File: config.mk
export PLATFORM = sky130hd
export DESIGN_NAME = ps2_rx_fifo_flat
export DESIGN_NICKNAME = d
export VERILOG_FILES = /design/src/rtl/ps2_rx_fifo_if.sv /design/src/rtl/ps2_rx_fifo.sv /design/src/flat_wrapper.sv
export SDC_FILE = /design/constraint.sdc
export NUM_CORES = 1
export LEC_CHECK = 0
export ABC_AREA = 1
export CAP_MARGIN = 20
export CORE_ASPECT_RATIO = 1.25
export CORE_MARGIN = 5
export CORE_UTILIZATION = 24
export DETAILED_ROUTE_END_ITERATION = 16
export SYNTH_ARGS = -nofsm -noshare
export SYNTH_HDL_FRONTEND = slang
export SYNTH_SLANG_ARGS = --single-unit
File: constraint.sdc
create_clock -name clk -period 7.9 [get_ports clk]
set_clock_uncertainty 0.1 [all_clocks]
set_input_delay 1.975 -clock clk [delete_from_list [all_inputs] [get_ports clk]]
set_output_delay 1.975 -clock clk [all_outputs]
set_load 0.01 [all_outputs]
File: src/rtl/ps2_rx_fifo_if.sv
// ----------------------------------------------------------------------------
// ps2_rx_fifo_if
// Bus-side signal bundle between the PS/2 receiver FIFO and MIO_BUS.
//   ps2_rd     : one-cycle pop strobe (bus -> receiver)
//   clr_err    : one-cycle clear of overflow/frame_err/err_count (bus -> receiver)
//   key        : FIFO head {brk, ext, code[7:0]}, valid while ps2_ready=1
//   ps2_ready  : FIFO not empty
//   fifo_count : number of entries held, 0..FIFO_DEPTH
//   overflow   : sticky, a completed code was dropped on a full FIFO
//   frame_err  : sticky, parity/start/stop/timeout error seen
//   err_count  : saturating frame error count
// Modports: master = bus/CPU side, slave = receiver side.
// FIFO_DEPTH must match the receiver instance it is connected to.
// ----------------------------------------------------------------------------
interface ps2_rx_fifo_if #(
    parameter int FIFO_DEPTH = 16
) ();
    logic                          ps2_rd;
    logic                          clr_err;
    logic [9:0]                    key;
    logic                          ps2_ready;
    logic [$clog2(FIFO_DEPTH):0]   fifo_count;
    logic                          overflow;
    logic                          frame_err;
    logic [7:0]                    err_count;

    modport master (
        output ps2_rd, clr_err,
        input  key, ps2_ready, fifo_count, overflow, frame_err, err_count
    );

    modport slave (
        input  ps2_rd, clr_err,
        output key, ps2_ready, fifo_count, overflow, frame_err, err_count
    );
endinterface

File: src/rtl/ps2_rx_fifo.sv
// ----------------------------------------------------------------------------
// ps2_rx_fifo
// PS/2 keyboard receiver: synchronises the raw pins, glitch-filters the PS/2
// clock, deframes 11-bit frames (start, 8 data LSB first, odd parity, stop)
// with a frame timeout, and buffers scan codes in a first-word-fall-through
// FIFO read over MIO_BUS.
// Ports:
//   clk       : system clock, rising edge
//   rst       : asynchronous active-low reset
//   PS2_clk   : raw PS/2 clock pin (asynchronous)
//   PS2_Data  : raw PS/2 data pin (asynchronous)
//   bus       : ps2_rx_fifo_if.slave (ps2_rd, clr_err, key, ps2_ready,
//               fifo_count, overflow, frame_err, err_count)
// Optional feature macro: PS2_BREAK_TAG_EN
//   defined   : E0/F0 prefixes are absorbed into ext/brk tag bits of the next code
//   undefined : every code is pushed raw as {2'b00, code}
// ----------------------------------------------------------------------------
module ps2_rx_fifo #(
    parameter int FIFO_DEPTH  = 16,
    parameter int CLK_FILTER  = 8,
    parameter int TIMEOUT_CYC = 20000
) (
    input  logic         clk,
    input  logic         rst,
    input  logic         PS2_clk,
    input  logic         PS2_Data,
    ps2_rx_fifo_if.slave bus
);
    localparam int AW = (FIFO_DEPTH > 1) ? $clog2(FIFO_DEPTH) : 1;
    localparam int CW = $clog2(FIFO_DEPTH) + 1;
    localparam int FW = $clog2(CLK_FILTER);
    localparam int TW = $clog2(TIMEOUT_CYC + 1);

    typedef enum logic [1:0] {IDLE, DATA, PARITY, STOP} state_t;

    // ------------------------------------------------------------------
    // Input synchronisers and clock glitch filter
    // ------------------------------------------------------------------
    logic [1:0]    clk_sync_q, dat_sync_q;
    logic          filt_q, filt_d;
    logic [FW-1:0] fcnt_q, fcnt_d;
    logic          fe_q;
    logic          dat;

    assign dat = dat_sync_q[1];

    // The count tracks consecutive samples that disagree with the filtered
    // level; the level flips on the CLK_FILTER-th one.
    always_comb begin
        filt_d = filt_q;
        fcnt_d = '0;
        if (clk_sync_q[1] != filt_q) begin
            if (fcnt_q == FW'(CLK_FILTER - 1))
                filt_d = clk_sync_q[1];
            else
                fcnt_d = fcnt_q + 1'b1;
        end
    end

    always_ff @(posedge clk or negedge rst) begin
        if (!rst) begin
            clk_sync_q <= '1;
            dat_sync_q <= '1;
            filt_q     <= 1'b1;
            fcnt_q     <= '0;
            fe_q       <= 1'b0;
        end else begin
            clk_sync_q <= {clk_sync_q[0], PS2_clk};
            dat_sync_q <= {dat_sync_q[0], PS2_Data};
            filt_q     <= filt_d;
            fcnt_q     <= fcnt_d;
            fe_q       <= filt_q & ~filt_d;
        end
    end

    // ------------------------------------------------------------------
    // Frame FSM
    // ------------------------------------------------------------------
    state_t        state_q, state_d;
    logic [2:0]    bitcnt_q, bitcnt_d;
    logic [7:0]    shift_q, shift_d;
    logic          par_q, par_d;
    logic [TW-1:0] timer_q, timer_d;
    logic          push_q, push_d;
    logic [9:0]    push_val_q, push_val_d;
    logic          err_q, err_d;
    logic          frame_ok;
`ifdef PS2_BREAK_TAG_EN
    logic          ext_q, ext_d;
    logic          brk_q, brk_d;
`endif

    always_comb begin
        state_d    = state_q;
        bitcnt_d   = bitcnt_q;
        shift_d    = shift_q;
        par_d      = par_q;
        timer_d    = '0;
        push_d     = 1'b0;
        push_val_d = push_val_q;
        err_d      = 1'b0;
        frame_ok   = 1'b0;
`ifdef PS2_BREAK_TAG_EN
        ext_d      = ext_q;
        brk_d      = brk_q;
`endif
        if (fe_q) begin
            case (state_q)
                IDLE: begin
                    if (!dat) begin
                        state_d  = DATA;
                        bitcnt_d = '0;
                    end else begin
                        err_d = 1'b1;
                    end
                end
                DATA: begin
                    shift_d  = {dat, shift_q[7:1]};
                    bitcnt_d = bitcnt_q + 3'd1;
                    if (bitcnt_q == 3'd7)
                        state_d = PARITY;
                end
                PARITY: begin
                    par_d   = dat;
                    state_d = STOP;
                end
                STOP: begin
                    if (dat && (^{shift_q, par_q}))
                        frame_ok = 1'b1;
                    else
                        err_d = 1'b1;
                    state_d = IDLE;
                end
                default: state_d = IDLE;
            endcase
        end else if (state_q != IDLE) begin
            if (timer_q == TW'(TIMEOUT_CYC - 1)) begin
                err_d   = 1'b1;
                state_d = IDLE;
            end else begin
                timer_d = timer_q + 1'b1;
            end
        end

`ifdef PS2_BREAK_TAG_EN
        if (frame_ok) begin
            if (shift_q == 8'hE0) begin
                ext_d = 1'b1;
            end else if (shift_q == 8'hF0) begin
                brk_d = 1'b1;
            end else begin
                push_d     = 1'b1;
                push_val_d = {brk_q, ext_q, shift_q};
                ext_d      = 1'b0;
                brk_d      = 1'b0;
            end
        end
        if (err_d) begin
            ext_d = 1'b0;
            brk_d = 1'b0;
        end
`else
        if (frame_ok) begin
            push_d     = 1'b1;
            push_val_d = {2'b00, shift_q};
        end
`endif
    end

    always_ff @(posedge clk or negedge rst) begin
        if (!rst) begin
            state_q    <= IDLE;
            bitcnt_q   <= '0;
            shift_q    <= '0;
            par_q      <= 1'b0;
            timer_q    <= '0;
            push_q     <= 1'b0;
            push_val_q <= '0;
            err_q      <= 1'b0;
`ifdef PS2_BREAK_TAG_EN
            ext_q      <= 1'b0;
            brk_q      <= 1'b0;
`endif
        end else begin
            state_q    <= state_d;
            bitcnt_q   <= bitcnt_d;
            shift_q    <= shift_d;
            par_q      <= par_d;
            timer_q    <= timer_d;
            push_q     <= push_d;
            push_val_q <= push_val_d;
            err_q      <= err_d;
`ifdef PS2_BREAK_TAG_EN
            ext_q      <= ext_d;
            brk_q      <= brk_d;
`endif
        end
    end

    // ------------------------------------------------------------------
    // FWFT FIFO and sticky error flags
    // ------------------------------------------------------------------
    logic [9:0]    mem_q [FIFO_DEPTH];
    logic [AW-1:0] wr_ptr_q, wr_ptr_d, rd_ptr_q, rd_ptr_d;
    logic [CW-1:0] count_q, count_d;
    logic          pop, full, wr_en, ovf_ev;
    logic          ovf_q, ovf_d;
    logic          ferr_q, ferr_d;
    logic [7:0]    ecnt_q, ecnt_d;

    // A pop on a full FIFO frees the slot the same-cycle push needs.
    assign pop    = bus.ps2_rd && (count_q != '0);
    assign full   = (count_q == CW'(FIFO_DEPTH));
    assign wr_en  = push_q && (!full || pop);
    assign ovf_ev = push_q && full && !pop;

    always_comb begin
        wr_ptr_d = wr_en ? wr_ptr_q + 1'b1 : wr_ptr_q;
        rd_ptr_d = pop   ? rd_ptr_q + 1'b1 : rd_ptr_q;
        count_d  = count_q + CW'(wr_en) - CW'(pop);

        ovf_d  = ovf_q | ovf_ev;
        ferr_d = ferr_q | err_q;
        ecnt_d = (err_q && ecnt_q != 8'hFF) ? ecnt_q + 8'd1 : ecnt_q;
        // A clear loses to an event arriving in the same cycle.
        if (bus.clr_err) begin
            ovf_d  = ovf_ev;
            ferr_d = err_q;
            ecnt_d = err_q ? 8'd1 : 8'd0;
        end
    end

    always_ff @(posedge clk) begin
        if (wr_en)
            mem_q[wr_ptr_q] <= push_val_q;
    end

    always_ff @(posedge clk or negedge rst) begin
        if (!rst) begin
            wr_ptr_q <= '0;
            rd_ptr_q <= '0;
            count_q  <= '0;
            ovf_q    <= 1'b0;
            ferr_q   <= 1'b0;
            ecnt_q   <= '0;
        end else begin
            wr_ptr_q <= wr_ptr_d;
            rd_ptr_q <= rd_ptr_d;
            count_q  <= count_d;
            ovf_q    <= ovf_d;
            ferr_q   <= ferr_d;
            ecnt_q   <= ecnt_d;
        end
    end

    assign bus.key        = (count_q == '0) ? '0 : mem_q[rd_ptr_q];
    assign bus.ps2_ready  = (count_q != '0);
    assign bus.fifo_count = count_q;
    assign bus.overflow   = ovf_q;
    assign bus.frame_err  = ferr_q;
    assign bus.err_count  = ecnt_q;

endmodule

File: src/flat_wrapper.sv
// flat-port wrapper written by rule: the top's interface ports become plain ports
module ps2_rx_fifo_flat 
#(
    parameter int FIFO_DEPTH  = 16,
    parameter int CLK_FILTER  = 8,
    parameter int TIMEOUT_CYC = 20000
)
  (clk, rst, PS2_clk, PS2_Data, bus_ps2_rd, bus_clr_err, bus_key, bus_ps2_ready, bus_fifo_count, bus_overflow, bus_frame_err, bus_err_count);
  ps2_rx_fifo_if #(.FIFO_DEPTH(FIFO_DEPTH)) bus_i ();
  input  logic clk;
  input  logic rst;
  input  logic PS2_clk;
  input  logic PS2_Data;
  input wire logic [$bits(bus_i.ps2_rd)-1:0] bus_ps2_rd;
  input wire logic [$bits(bus_i.clr_err)-1:0] bus_clr_err;
  output wire logic [$bits(bus_i.key)-1:0] bus_key;
  output wire logic [$bits(bus_i.ps2_ready)-1:0] bus_ps2_ready;
  output wire logic [$bits(bus_i.fifo_count)-1:0] bus_fifo_count;
  output wire logic [$bits(bus_i.overflow)-1:0] bus_overflow;
  output wire logic [$bits(bus_i.frame_err)-1:0] bus_frame_err;
  output wire logic [$bits(bus_i.err_count)-1:0] bus_err_count;
  assign bus_i.ps2_rd = bus_ps2_rd;
  assign bus_i.clr_err = bus_clr_err;
  assign bus_key = bus_i.key;
  assign bus_ps2_ready = bus_i.ps2_ready;
  assign bus_fifo_count = bus_i.fifo_count;
  assign bus_overflow = bus_i.overflow;
  assign bus_frame_err = bus_i.frame_err;
  assign bus_err_count = bus_i.err_count;
  ps2_rx_fifo #(.FIFO_DEPTH(FIFO_DEPTH), .CLK_FILTER(CLK_FILTER), .TIMEOUT_CYC(TIMEOUT_CYC)) u_core (.clk(clk), .rst(rst), .PS2_clk(PS2_clk), .PS2_Data(PS2_Data), .bus(bus_i));
endmodule
==> impl_metrics.py <==
metrics = {
    "run_status": {
        "status": "completed",
    },
    "run": {
        "cap_viol_max_count": 0,
    },
    "logic_synthesis": {
        "ys_seq_area_frac": 0.651,
        "ys_dominant_reg_cell": "sky130_fd_sc_hd__edfxtp_1",
        "synth_largest_type_area_fraction": 0.445,
        "synth_area_leaders": "sky130_fd_sc_hd__edfxtp_1 44%, sky130_fd_sc_hd__dfrtp_1 19%, sky130_fd_sc_hd__nand2_1 6.1%",
        "yosysWarningCount": 0,
        "post_synth_instance_area_um2": 8650,
        "syn-instance-count": 770,
        "yosysTopAreaCell": "sky130_fd_sc_hd__edfxtp_1",
        "synth_area_per_cell_um2": 11.2,
        "synth.most_common_cell": "sky130_fd_sc_hd__nand2_1",
        "postSynth.asyncResetShare": 0.357,
        "yosys_register_bits": 199,
        "synth_edf_count": 128,
        "post_synth_num_cell_types": 45,
        "yosys-top-cells-count": "140 x sky130_fd_sc_hd__nand2_1, 128 x sky130_fd_sc_hd__edfxtp_1, 91 x sky130_fd_sc_hd__nor2_1",
    },
    "floorplanning": {
        "boundaryPins": 32,
        "initial_utilization": 0.244,
        "placeableCoreArea_um2": 35500,
        "die_h_um": 222,
        "die-width_um": 180,
        "overall_die_area_um2": 39900,
        "std_cell_rows": 77,
    },
    "pwr": {
        "powerDensity_nw_per_um2": 308,
        "ir_drop_v": 0.000142,
        "power_mw": 3.10,
        "total_leakage_power_nw": 3.80,
    },
    "final_layout": {
        "final_layout_size_suffix_gt1_frac": 0.0734,
        "finalNetCount": 819,
        "postLayoutCoreUtil": 0.284,
        "flow.area_growth_from_synthesis_pct": 16.4,
        "diodes": 0,
        "multi_input_comb_area_um2": 2670,
        "fin_cells": 1278,
        "register_cell_area_after_layout_um2": 5630,
        "count_of_fill_cells_added_during_filler_insertion": 3706,
        "finalInstanceArea_um2": 10100,
    },
    "clocking": {
        "cts_buffers": 17,
        "path_clk_slew_ns": 0.08,
        "cts_setup_buffers": 0,
        "post_cts_hold_buffer_count": 0,
        "clockBufferDepth": 2,
        "clock_tree.htree_level_count": 4,
        "clk_latency_ns": 0.44,
        "cts_num_sinks": 199,
        "cts_tree": "done",
        "clk_root_buffer_cell": "sky130_fd_sc_hd__clkbuf_16",
        "cts_resized": 0,
    },
    "detailed_routing": {
        "vias": 5583,
        "drt_iter0_drc": 317,
        "routedWlPerCell_um": 14.2,
        "drt_pass1_iterations": 5,
        "routed_wirelength_mm": 18.1,
        "avgViaCountPerCell": 4.37,
        "drtAntennaViolNets": 0,
        "drcViolationCount": 0,
    },
    "critical_path": {
        "worstPathMaxFanout": 67,
        "crit_type": "register to primary output",
        "start_kind": "register",
        "req_time_crit_path_ns": 5.83,
        "cp.arrival_ns": 3.20,
        "worstSetupEndpointType": "primary output",
    },
    "timing": {
        "post-route-period-util": 0.668,
        "setup_violations": 0,
        "slew_headroom": 0.238,
        "max_freq_mhz": 189,
        "worst-slew-pin-transition_ns": 1.14,
        "fin_ws_ns": 2.62,
        "slew_violations": 0,
        "rsz0062_at_grt": "no",
        "final_period_minus_worst_setup_slack_ns": 5.28,
        "count_of_endpoints_failing_hold_in_the_final_timing_report": 0,
        "tns_ns": 0,
        "worst_hold_slack_ns": 0.259,
    },
    "placed_design": {
        "hpwl_mm": 11.9,
        "place_worst_setup_slack_ns": 2.66,
        "cell_area_after_placement_um2": 9400,
        "placed_cells": 1245,
        "port-buffer-count": 29,
        "finalWeightedCongestion": 0.791,
    },
    "global_route": {
        "antenna_found_initial": 0,
        "maximum_number_of_pins_on_one_net_before_global_route_repair": 72,
        "grt_overflow": 0,
        "first_pass_grt_wire_length_mm": 29.1,
        "grt_pass1_vias": 5530,
        "combined_global_route_utilization_of_all_metal_layers": 0.0906,
    },
    "hold_path": {
        "timing.hold.worst.class": "register to register",
    },
}
[worst paths after layout]
check,startpoint,to,slack [ns],depth (start not counted)
setup / recovery,u_core.rd_ptr_q[0]$_DFFE_PN0P_,bus_key[7],2.62,9
hold / removal,u_core.dat_sync_q[0]$_DFF_PN1_,u_core.dat_sync_q[1]$_DFF_PN1_,0.26,0
setup reg to reg,u_core.bus.fifo_count[2]$_DFF_PN0_,u_core.bus.fifo_count[4]$_DFF_PN0_,4.97,15
hold reg to reg,u_core.dat_sync_q[0]$_DFF_PN1_,u_core.dat_sync_q[1]$_DFF_PN1_,0.26,0
max in group asynchronous,rst,u_core.rd_ptr_q[0]$_DFFE_PN0P_,5.47,1
min in group asynchronous,rst,u_core.bus.err_count[7]$_DFFE_PN0P_,1.57,1
[layout make-up]
cell class	count	area share
timing repair buffer	31	0.0313
sequential	199	0.559
multi-input combinational	485	0.265
clock buffer	17	0.0423
inverter	57	0.0213
clock inverter	15	0.0218
tap	474	0.0589
[state kept, by name (all words and copies together) (netlist names), 2 cells and up]
| register | cells |
|---|---|
| u_core.wr_ptr_q | 4 |
| u_core.bus.err_count | 8 |
| u_core.rd_ptr_q | 4 |
| u_core.bitcnt_q | 3 |
| u_core.state_q | 2 |
| u_core.dat_sync_q | 2 |
| u_core.shift_q | 8 |
| u_core.mem_q | 128 |
| u_core.push_val_q | 8 |
| u_core.bus.fifo_count | 5 |
| u_core.fcnt_q | 3 |
| u_core.clk_sync_q | 2 |
| u_core.timer_q | 15 |
[kinds of logic (layout without fill, tap and decap cells)]
logic type                 after synthesis  after routing  synth area share
muxes                                    1              1           0.00116
xor gates and xnor gates                15             15            0.0152
adders and majority gates               22             22            0.0327
AOI/OAI and AO/OA                      146            146             0.106
and+or+nand+nor                        299            299             0.153
other                                    1              2          0.000434
DFF                                    199            199             0.651
buffers and inverters                   87            120            0.0412
[power by group]
part	total (mW)	internal [mW]	switching (mW)
combinational	0.895	0.373	0.521
clock	0.928	0.451	0.477
sequential	1.28	1.16	0.120
total	3.10	1.98	1.12
[layout by cell type, fill, tap and decap left out, types with 2 or more instances in the layout]
cell and count:
sky130_fd_sc_hd__nor3b_1 4, sky130_fd_sc_hd__nand4_1 8, sky130_fd_sc_hd__nand3_2 4, sky130_fd_sc_hd__dfrtp_1 65
sky130_fd_sc_hd__a21oi_1 39, sky130_fd_sc_hd__nor2_4 4, sky130_fd_sc_hd__nand2_2 2, sky130_fd_sc_hd__o21a_1 2
sky130_fd_sc_hd__conb_1 2, sky130_fd_sc_hd__nand2_1 140, sky130_fd_sc_hd__dfstp_2 5, sky130_fd_sc_hd__inv_12 8
sky130_fd_sc_hd__o221ai_1 24, sky130_fd_sc_hd__buf_4 2, sky130_fd_sc_hd__o21ai_0 46, sky130_fd_sc_hd__clkinv_8 3
sky130_fd_sc_hd__nor2_1 91, sky130_fd_sc_hd__nor3_1 9, sky130_fd_sc_hd__nor4_1 3, sky130_fd_sc_hd__nor3b_2 2
sky130_fd_sc_hd__nor2_2 2, sky130_fd_sc_hd__o21bai_1 24, sky130_fd_sc_hd__ha_1 21, sky130_fd_sc_hd__inv_2 2
sky130_fd_sc_hd__nand3b_1 2, sky130_fd_sc_hd__xnor2_1 4, sky130_fd_sc_hd__clkdlybuf4s50_1 28, sky130_fd_sc_hd__a31oi_1 2
sky130_fd_sc_hd__a32oi_1 4, sky130_fd_sc_hd__inv_8 2, sky130_fd_sc_hd__inv_1 54, sky130_fd_sc_hd__xor2_1 11
sky130_fd_sc_hd__clkbuf_16 17, sky130_fd_sc_hd__nand3_1 25, sky130_fd_sc_hd__edfxtp_1 128
[metal layers]
metal | part of all wire | global-route usage | up-vias
met5 | 0 | 0 | -
met4 | 0.019 | 0.0288 | 0
met3 | 0.039 | 0.0237 | 20
met2 | 0.50 | 0.152 | 105
met1 | 0.45 | 0.114 | 2738
li1 | - | - | 2720
[worst max-delay path, stage by stage (launching register included)]
cell                              delay, ns
sky130_fd_sc_hd__dfrtp_2               0.82
sky130_fd_sc_hd__inv_2                 0.33
sky130_fd_sc_hd__buf_12                0.29
sky130_fd_sc_hd__nand2_1               0.09
sky130_fd_sc_hd__a21oi_1               0.13
sky130_fd_sc_hd__a21oi_1               0.06
sky130_fd_sc_hd__a21oi_1               0.15
sky130_fd_sc_hd__o21ai_0               0.12
sky130_fd_sc_hd__a21oi_1               0.20
sky130_fd_sc_hd__clkdlybuf4s50_1       0.56
(Power assumes the default switching activity.)
